<file path="src/rtl/ch_threshold_search_if.sv">
// ch_threshold_search_if
//   Bundles the DAC write handshake and the waveform point output of one
//   measurement channel's threshold sweep controller.
//   master : the sweep controller (drives threshold/point, reads DAC ready)
//   slave  : the DAC SPI master / point consumer side
//   threshold_o     DAC code to write
//   threshold_wre_o one-cycle DAC write request
//   threshold_rdy_i DAC SPI master idle
//   point_rdy_o     one-cycle point valid
//   point_v_o       point threshold value
//   point_t_o       point delay code
interface ch_threshold_search_if #(
    parameter int DAC_CODE_WIDTH = 16,
    parameter int DCODE_WIDTH    = 10
);
    logic [DAC_CODE_WIDTH-1:0] threshold_o;
    logic                      threshold_wre_o;
    logic                      threshold_rdy_i;
    logic                      point_rdy_o;
    logic [DAC_CODE_WIDTH-1:0] point_v_o;
    logic [DCODE_WIDTH-1:0]    point_t_o;

    modport master (
        output threshold_o, threshold_wre_o, point_rdy_o, point_v_o, point_t_o,
        input  threshold_rdy_i
    );

    modport slave (
        input  threshold_o, threshold_wre_o, point_rdy_o, point_v_o, point_t_o,
        output threshold_rdy_i
    );
endinterface

</file>
<file path="src/rtl/ch_threshold_search.sv">
// ch_threshold_search
//   Equivalent-time sweep controller for one measurement channel. For every
//   delay-line code it ramps the comparator threshold until the comparator
//   reads low at the strobe instant, then emits one (threshold, code) point.
//   clk_i, rst_i          clock, synchronous active-high reset
//   run_i, abort_i        start / abort pulses
//   stb_i                 single-cycle strobe (same clock domain)
//   cmp_out_i             comparator output
//   threshold_delta_i     threshold step, latched at start
//   d_code_delta_i        delay-code step, latched at start
//   d_code_o              delay-line code
//   busy_o, done_o        sweep in progress / one-cycle completion pulse
//   dac_if                DAC handshake and point output (master side)
//
// state      | meaning
// IDLE       | waiting for run_i
// DAC_WR     | waiting for DAC idle, then issue write request
// DAC_WAIT   | waiting for DAC to finish the write (first cycle ignored)
// SETTLE     | analog settling after DAC update
// WAIT_STB   | armed, waiting for the strobe
// SAMPLE     | counting from strobe to comparator sample instant
// POINT      | point emitted, advance delay code
// DONE       | one-cycle completion
module ch_threshold_search #(
    parameter int DAC_CODE_WIDTH = 16,
    parameter int DCODE_WIDTH    = 10,
    parameter int SETTLE_CYCLES  = 8,
    parameter int SAMPLE_DELAY   = 2
) (
    input  logic                      clk_i,
    input  logic                      rst_i,
    input  logic                      run_i,
    input  logic                      abort_i,
    input  logic                      stb_i,
    input  logic                      cmp_out_i,
    input  logic [DAC_CODE_WIDTH-1:0] threshold_delta_i,
    input  logic [DCODE_WIDTH-1:0]    d_code_delta_i,
    output logic [DCODE_WIDTH-1:0]    d_code_o,
    output logic                      busy_o,
    output logic                      done_o,
    ch_threshold_search_if.master     dac_if
);

    localparam int CNT_MAX = (SETTLE_CYCLES > SAMPLE_DELAY) ? SETTLE_CYCLES : SAMPLE_DELAY;
    localparam int CNT_W   = $clog2(CNT_MAX + 1);
    localparam logic [CNT_W-1:0] SETTLE_LOAD = CNT_W'(SETTLE_CYCLES - 1);
    localparam logic [CNT_W-1:0] SAMPLE_LOAD = CNT_W'(SAMPLE_DELAY - 1);

    typedef enum logic [2:0] {
        S_IDLE, S_DAC_WR, S_DAC_WAIT, S_SETTLE, S_WAIT_STB, S_SAMPLE, S_POINT, S_DONE
    } state_t;

    state_t                    r_state, w_state_nxt;
    logic [DAC_CODE_WIDTH-1:0] r_thr, w_thr_nxt;
    logic [DAC_CODE_WIDTH-1:0] r_tdelta, w_tdelta_nxt;
    logic [DCODE_WIDTH-1:0]    r_dcode, w_dcode_nxt;
    logic [DCODE_WIDTH-1:0]    r_ddelta, w_ddelta_nxt;
    logic [DAC_CODE_WIDTH-1:0] r_pv, w_pv_nxt;
    logic [DCODE_WIDTH-1:0]    r_pt, w_pt_nxt;
    logic [CNT_W-1:0]          r_cnt, w_cnt_nxt;
    logic                      r_wre, w_wre_nxt;
    logic                      r_prdy, w_prdy_nxt;
    logic                      r_busy, w_busy_nxt;
    logic                      r_done, w_done_nxt;
    logic                      r_first, w_first_nxt;
    logic                      w_decide;
    logic [DAC_CODE_WIDTH:0]   w_thr_sum;
    logic [DCODE_WIDTH:0]      w_dcode_sum;

    always_ff @(posedge clk_i) begin
        if (rst_i) begin
            r_state  <= S_IDLE;
            r_thr    <= '0;
            r_tdelta <= '0;
            r_dcode  <= '0;
            r_ddelta <= '0;
            r_pv     <= '0;
            r_pt     <= '0;
            r_cnt    <= '0;
            r_wre    <= 1'b0;
            r_prdy   <= 1'b0;
            r_busy   <= 1'b0;
            r_done   <= 1'b0;
            r_first  <= 1'b0;
        end else begin
            r_state  <= w_state_nxt;
            r_thr    <= w_thr_nxt;
            r_tdelta <= w_tdelta_nxt;
            r_dcode  <= w_dcode_nxt;
            r_ddelta <= w_ddelta_nxt;
            r_pv     <= w_pv_nxt;
            r_pt     <= w_pt_nxt;
            r_cnt    <= w_cnt_nxt;
            r_wre    <= w_wre_nxt;
            r_prdy   <= w_prdy_nxt;
            r_busy   <= w_busy_nxt;
            r_done   <= w_done_nxt;
            r_first  <= w_first_nxt;
        end
    end

    always_comb begin
        w_state_nxt  = r_state;
        w_thr_nxt    = r_thr;
        w_tdelta_nxt = r_tdelta;
        w_dcode_nxt  = r_dcode;
        w_ddelta_nxt = r_ddelta;
        w_pv_nxt     = r_pv;
        w_pt_nxt     = r_pt;
        w_cnt_nxt    = r_cnt;
        w_wre_nxt    = 1'b0;
        w_prdy_nxt   = 1'b0;
        w_busy_nxt   = r_busy;
        w_done_nxt   = 1'b0;
        w_first_nxt  = r_first;
        w_decide     = 1'b0;
        // One extra bit on each sum exposes the overflow / end-of-range carry.
        w_thr_sum    = {1'b0, r_thr} + {1'b0, r_tdelta};
        w_dcode_sum  = {1'b0, r_dcode} + {1'b0, r_ddelta};

        case (r_state)
            S_IDLE: begin
                if (run_i && !abort_i) begin
                    // A zero step would never advance; treat it as a step of one.
                    w_tdelta_nxt = (threshold_delta_i == '0) ? DAC_CODE_WIDTH'(1) : threshold_delta_i;
                    w_ddelta_nxt = (d_code_delta_i == '0) ? DCODE_WIDTH'(1) : d_code_delta_i;
                    w_thr_nxt    = '0;
                    w_dcode_nxt  = '0;
                    w_busy_nxt   = 1'b1;
                    w_state_nxt  = S_DAC_WR;
                end
            end
            S_DAC_WR: begin
                if (dac_if.threshold_rdy_i) begin
                    w_wre_nxt   = 1'b1;
                    w_first_nxt = 1'b1;
                    w_state_nxt = S_DAC_WAIT;
                end
            end
            S_DAC_WAIT: begin
                // The SPI master may still report idle on the cycle it sees the request.
                if (r_first) begin
                    w_first_nxt = 1'b0;
                end else if (dac_if.threshold_rdy_i) begin
                    w_cnt_nxt   = SETTLE_LOAD;
                    w_state_nxt = S_SETTLE;
                end
            end
            S_SETTLE: begin
                if (r_cnt == '0) begin
                    w_state_nxt = S_WAIT_STB;
                end else begin
                    w_cnt_nxt = r_cnt - 1'b1;
                end
            end
            S_WAIT_STB: begin
                if (stb_i) begin
                    if (SAMPLE_DELAY == 0) begin
                        w_decide = 1'b1;
                    end else begin
                        w_cnt_nxt   = SAMPLE_LOAD;
                        w_state_nxt = S_SAMPLE;
                    end
                end
            end
            S_SAMPLE: begin
                if (r_cnt == '0) begin
                    w_decide = 1'b1;
                end else begin
                    w_cnt_nxt = r_cnt - 1'b1;
                end
            end
            S_POINT: begin
                if (w_dcode_sum[DCODE_WIDTH]) begin
                    w_done_nxt  = 1'b1;
                    w_busy_nxt  = 1'b0;
                    w_state_nxt = S_DONE;
                end else begin
                    w_dcode_nxt = w_dcode_sum[DCODE_WIDTH-1:0];
                    w_thr_nxt   = '0;
                    w_state_nxt = S_DAC_WR;
                end
            end
            S_DONE: begin
                w_state_nxt = S_IDLE;
            end
            default: begin
                w_state_nxt = S_IDLE;
            end
        endcase

        if (w_decide) begin
            if (cmp_out_i && !w_thr_sum[DAC_CODE_WIDTH]) begin
                w_thr_nxt   = w_thr_sum[DAC_CODE_WIDTH-1:0];
                w_state_nxt = S_DAC_WR;
            end else begin
                // Comparator never went low within range: report full scale.
                w_pv_nxt    = cmp_out_i ? '1 : r_thr;
                w_pt_nxt    = r_dcode;
                w_prdy_nxt  = 1'b1;
                w_state_nxt = S_POINT;
            end
        end

        if (abort_i && (r_state != S_IDLE)) begin
            w_state_nxt = S_IDLE;
            w_thr_nxt   = r_thr;
            w_dcode_nxt = r_dcode;
            w_pv_nxt    = r_pv;
            w_pt_nxt    = r_pt;
            w_wre_nxt   = 1'b0;
            w_prdy_nxt  = 1'b0;
            w_done_nxt  = 1'b0;
            w_busy_nxt  = 1'b0;
        end
    end

    assign dac_if.threshold_o     = r_thr;
    assign dac_if.threshold_wre_o = r_wre;
    assign dac_if.point_rdy_o     = r_prdy;
    assign dac_if.point_v_o       = r_pv;
    assign dac_if.point_t_o       = r_pt;
    assign d_code_o               = r_dcode;
    assign busy_o                 = r_busy;
    assign done_o                 = r_done;

endmodule

</file>
<file path="src/flat_wrapper.sv">
// flat-port wrapper written by rule: the top's interface ports become plain ports
module ch_threshold_search_flat 
#(
    parameter int DAC_CODE_WIDTH = 16,
    parameter int DCODE_WIDTH    = 10,
    parameter int SETTLE_CYCLES  = 8,
    parameter int SAMPLE_DELAY   = 2
)
  (clk_i, rst_i, run_i, abort_i, stb_i, cmp_out_i, threshold_delta_i, d_code_delta_i, d_code_o, busy_o, done_o, dac_if_threshold_o, dac_if_threshold_wre_o, dac_if_point_rdy_o, dac_if_point_v_o, dac_if_point_t_o, dac_if_threshold_rdy_i);
  ch_threshold_search_if #(.DAC_CODE_WIDTH(DAC_CODE_WIDTH), .DCODE_WIDTH(DCODE_WIDTH)) dac_if_i ();
  input  logic clk_i;
  input  logic rst_i;
  input  logic run_i;
  input  logic abort_i;
  input  logic stb_i;
  input  logic cmp_out_i;
  input  logic [DAC_CODE_WIDTH-1:0] threshold_delta_i;
  input  logic [DCODE_WIDTH-1:0] d_code_delta_i;
  output logic [DCODE_WIDTH-1:0] d_code_o;
  output logic busy_o;
  output logic done_o;
  output wire logic [$bits(dac_if_i.threshold_o)-1:0] dac_if_threshold_o;
  output wire logic [$bits(dac_if_i.threshold_wre_o)-1:0] dac_if_threshold_wre_o;
  output wire logic [$bits(dac_if_i.point_rdy_o)-1:0] dac_if_point_rdy_o;
  output wire logic [$bits(dac_if_i.point_v_o)-1:0] dac_if_point_v_o;
  output wire logic [$bits(dac_if_i.point_t_o)-1:0] dac_if_point_t_o;
  input wire logic [$bits(dac_if_i.threshold_rdy_i)-1:0] dac_if_threshold_rdy_i;
  assign dac_if_threshold_o = dac_if_i.threshold_o;
  assign dac_if_threshold_wre_o = dac_if_i.threshold_wre_o;
  assign dac_if_point_rdy_o = dac_if_i.point_rdy_o;
  assign dac_if_point_v_o = dac_if_i.point_v_o;
  assign dac_if_point_t_o = dac_if_i.point_t_o;
  assign dac_if_i.threshold_rdy_i = dac_if_threshold_rdy_i;
  ch_threshold_search #(.DAC_CODE_WIDTH(DAC_CODE_WIDTH), .DCODE_WIDTH(DCODE_WIDTH), .SETTLE_CYCLES(SETTLE_CYCLES), .SAMPLE_DELAY(SAMPLE_DELAY)) u_core (.clk_i(clk_i), .rst_i(rst_i), .run_i(run_i), .abort_i(abort_i), .stb_i(stb_i), .cmp_out_i(cmp_out_i), .threshold_delta_i(threshold_delta_i), .d_code_delta_i(d_code_delta_i), .d_code_o(d_code_o), .busy_o(busy_o), .done_o(done_o), .dac_if(dac_if_i));
endmodule
</file>
<file path="config.mk">
export PLATFORM = sky130hd
export DESIGN_NAME = ch_threshold_search_flat
export DESIGN_NICKNAME = d
export VERILOG_FILES = /design/src/rtl/ch_threshold_search_if.sv /design/src/rtl/ch_threshold_search.sv /design/src/flat_wrapper.sv
export SDC_FILE = /design/constraint.sdc
export NUM_CORES = 1
export LEC_CHECK = 0
export CELL_PAD_IN_SITES_DETAIL_PLACEMENT = 1
export CELL_PAD_IN_SITES_GLOBAL_PLACEMENT = 2
export CORE_MARGIN = 8
export CORE_UTILIZATION = 31
export CTS_CLUSTER_DIAMETER = 200
export DETAILED_ROUTE_END_ITERATION = 10
export HOLD_SLACK_MARGIN = 0.06
export PLACE_DENSITY_LB_ADDON = 0.2
export SLEW_MARGIN = 10
export SYNTH_ARGS = -nofsm -noshare
export SYNTH_HDL_FRONTEND = slang
export SYNTH_SLANG_ARGS = --single-unit
</file>
<file path="constraint.sdc">
create_clock -name clk_i -period 3 [get_ports clk_i]
set_clock_uncertainty 0.2 [all_clocks]
set_input_delay 0.6 -clock clk_i [delete_from_list [all_inputs] [get_ports clk_i]]
set_output_delay 0.6 -clock clk_i [all_outputs]
set_load 0.01 [all_outputs]
</file>
==> qor.tcl <==
set qor(layout_worst_path_cycle_share_pct) 95.0
set qor(slew_violations) 0
set qor(initialDrtViolationCount) 257
set qor(whs_endpoint) {u_core.dac_if.point_t_o[7]}
set qor(ioPinCount) 89
set qor(final_util_pct) 40.7
set qor(layout.nets) 771
set qor(internal-power_w) 0.00242
set qor(postCtsResizedCells) 0
set qor(cellLeakagePower_nw) 2.46
set qor(globalplace.congestion) 0.822
set qor(synth-async-reset-ratio_pct) 0
set qor(hpwlAfterDp_mm) 13.6
set qor(drive_above_1_share_pct) 9.68
set qor(critical_path_buf_inv_count) 2
set qor(timing.critical_path.cells) {ha_1, inv_1, fa_1, nand2b_1, a21o_1, and3_1, o31ai_2, buf_4, o21ai_4, o21ai_2}
set qor(synthesis.nets) 683
set qor(core-area_um2) 16300
set qor(worst-endpoint-required_ns) 3.08
set qor(cells_after_synthesis) 621
set qor(route.detailed.drc) 0
set qor(grt_start_max_net_pins) 31
set qor(timing.hold.worst.start) {u_core.dac_if.point_t_o[7]}
set qor(max_freq_ghz) 0.351
set qor(start_util_pct) 31.2
set qor(fp.dieH_um) 144
set qor(final_setup_vio_count) 0
set qor(power.sequential.fraction_pct) 38.0
set qor(final_critical_path_required_period_ns) 2.85
set qor(status) {finished clean}
set qor(finalSetupTns_ns) 0
set qor(cellPowerDensity_nw_per_um2) 534
set qor(clock_sink_count) 90
set qor(cts_made_buffers) 9
set qor(number_of_nets_with_antenna_violations_after_detailed_routing) 0
set qor(die-area_um2) 20800
set qor(path_clk_slew_ns) 0.07
set qor(clock_tree.root_cell) {sky130_fd_sc_hd__clkbuf_16}
set qor(max-slew-margin-rel_pct) 50.4
set qor(power.clock.fraction_pct) 38.4
set qor(power.share.combinational_pct) 23.6
set qor(path_max_fanout) 11
set qor(timing_worst_slew_pin_value_ns) 0.744
set qor(placement.io_buffers) 88
set qor(met2_wirelength_mm) 8.18
set qor(grt_pass1_wl_mm) 28.5
set qor(syn-mean-instance-area_um2) 8.19
set qor(top_signal_layer_used) {met4}
set qor(setup.worst_path.start_class) {register}
set qor(syn_to_final_growth_pct) 30.4
set qor(r2r_end) {u_core.dac_if.threshold_o[2]}
set qor(synth_seq_cells) 90
set qor(cts_setup_buffers) 0
set qor(wire_per_inst_um) 18.9
set qor(rsz0062_at_grt) {false}
set qor(total_switching_power_w) 0.00112
set qor(max-vdd-ir-drop_uv) 299
set qor(critPathLaunch) {u_core.d_code_o[0]}
set qor(synth_area_um2) 5080
set qor(die_w_um) 144
set qor(timing.reg2reg.worst_path_depth) 10
set qor(drtPass1Iterations) 4
set qor(worst-endpoint-arrival_ns) 2.93
set qor(detail_route.wirelength.met1_mm) 8.46
set qor(critical-path-max-stage-delay_ns) 0.37
set qor(gr-total-overflow) 0
set qor(synthFlopType) {sky130_fd_sc_hd__dfxtp_1}
set qor(min_delay_path_depth) 2
set qor(antenna_cells) 0
set qor(met3_length_um) 808
set qor(crit_cells) 10
set qor(reg2reg_setup_slack_ns) 0.15
set qor(fillerInstances) 1931
set qor(worst-setup-path-type) {register to register}
set qor(drt_wl_total_mm) 17.7
set qor(synth_edf_count) 0
set qor(synth.yosys.seq_area_share_pct) 35.4
set qor(hp-class) {register to register}
set qor(drv.max_cap_violation_count) 0
set qor(worst_path_cell_with_the_longest_stage_delay) {sky130_fd_sc_hd__dfxtp_1}
set qor(synth-warning-count) 0
set qor(cts_tree) {built}
set qor(num_rows) 47
set qor(routed-via-count) 4983
set qor(grt_usage_pct) 17.6
set qor(hold_viol) 0
set qor(top_cell_family_by_delay_on_the_critical_path) {compound AO/OA/AOI/OAI gates}
set qor(netlist-cell-type-count) 68
set qor(drt-vias-per-instance) 5.34
set qor(type_of_destination_of_the_critical_path) {register}
set qor(first_global_vias) 5321
set qor(post_cts_hold_buffer_count) 0
set qor(cts.path.max_buffers) 2
set qor(antenna_violations_before_repair) 0
set qor(most_common_cell_after_layout_fill_and_taps_aside) {sky130_fd_sc_hd__nand2_1}
set qor(most_frequent_cells_in_the_layout) {106 x sky130_fd_sc_hd__nand2_1, 90 x sky130_fd_sc_hd__dfxtp_1, 87 x sky130_fd_sc_hd__clkdlybuf4s50_1}
set qor(netSwitchingFraction_pct) 31.5
set qor(htreeDepth) 3
set qor(critical_path.reg2reg.startpoint) {u_core.d_code_o[0]}
set qor(clk-insertion-delay-late_ns) 0.35
per-stage QoR:
step           std cells  hold WS (ns)  area [um2]  setup WS [ns]  power, W
6_report             933         0.263        6630          0.151   0.00354
5_1_grt              933         0.289        6630        0.00363   0.00372
4_1_cts              933         0.269        6620        0.00607   0.00357
3_5_place_dp         918         0.255        6270        0.00657   0.00220
3_3_place_gp         918         0.248        6270         0.0973   0.00218
2_1_floorplan        621         0.240        5080          0.352   0.00192
routing by layer:
| metal | GRT usage [%] | vias to the layer above |
|---|---|---|
| li1 | - | 2451 |
| met1 | 22.3 | 2421 |
| met2 | 29.0 | 97 |
| met3 | 4.03 | 14 |
| met4 | 5.48 | 0 |
| met5 | 0 | - |
power by group through the flow:
| stage | logic [W] | clock network (W) | registers [W] |
|---|---|---|---|
| floorplan | 0.000580 | 0 | 0.00134 |
| global placement | 0.000809 | 0 | 0.00137 |
| detailed placement | 0.000833 | 0 | 0.00137 |
| CTS | 0.000836 | 0.00139 | 0.00134 |
| global route | 0.000924 | 0.00144 | 0.00135 |
| finish | 0.000836 | 0.00136 | 0.00134 |
worst max path at each step:
stage	to	slack (ns)
after global routing	u_core.dac_if.threshold_o[2]	0.004
after CTS	u_core.d_code_o[0]	0.006
after detailed placement	u_core.d_code_o[1]	0.007
after floorplan	u_core.busy_o	0.35
after global placement	u_core.d_code_o[8]	0.1
final	u_core.dac_if.threshold_o[2]	0.15
registers in the layout (all words and copies together) (netlist names):
name	cells
u_core.dac_if.point_v_o	16
u_core.done_o	1
u_core.r_tdelta	16
u_core.r_ddelta	10
u_core.r_first	1
u_core.dac_if.point_t_o	10
u_core.busy_o	1
u_core.r_cnt	4
u_core.r_state	3
u_core.d_code_o	10
u_core.dac_if.threshold_o	16
u_core.dac_if.point_rdy_o	1
u_core.dac_if.threshold_wre_o	1
worst min-delay path, stage by stage (launching register included):
cell	delay [ns]
sky130_fd_sc_hd__dfxtp_1	0.31
sky130_fd_sc_hd__nand2_1	0.05
sky130_fd_sc_hd__mux2i_1	0.05
layout make-up:
cell class | count | area, um2 | area share (%)
Clock buffer | 11 | 253 | 3.81
Sequential cell | 90 | 1800 | 27.2
Clock inverter | 4 | 98.8 | 1.49
Inverter | 15 | 56.3 | 0.849
Timing Repair Buffer | 116 | 1090 | 16.4
Tap cell | 220 | 275 | 4.15
Multi-Input combinational cell | 477 | 3060 | 46.1
cell families after synthesis:
kind of cell | after synthesis | synth area share, %
mux | 20 | 3.94
buf+inv | 54 | 4.95
xor+xnor | 16 | 2.76
simple gates | 240 | 22.2
fa+ha+maj | 29 | 7.43
compound gates | 172 | 23.3
flops | 90 | 35.4
cell usage after synthesis (all sizes together) (15+ instances only):
library cell	count	area, um2
o21ai	32	213
nor3	25	125
buf	16	109
nor4	20	125
nor2	40	153
dfxtp	90	1800
ha	27	338
clkbuf	23	86.3
mux2i	20	200
a31oi	28	175
nand3	15	87.6
nand2	107	404
a21oi	45	229
inv	15	56.3
(Power assumes the default switching activity.)
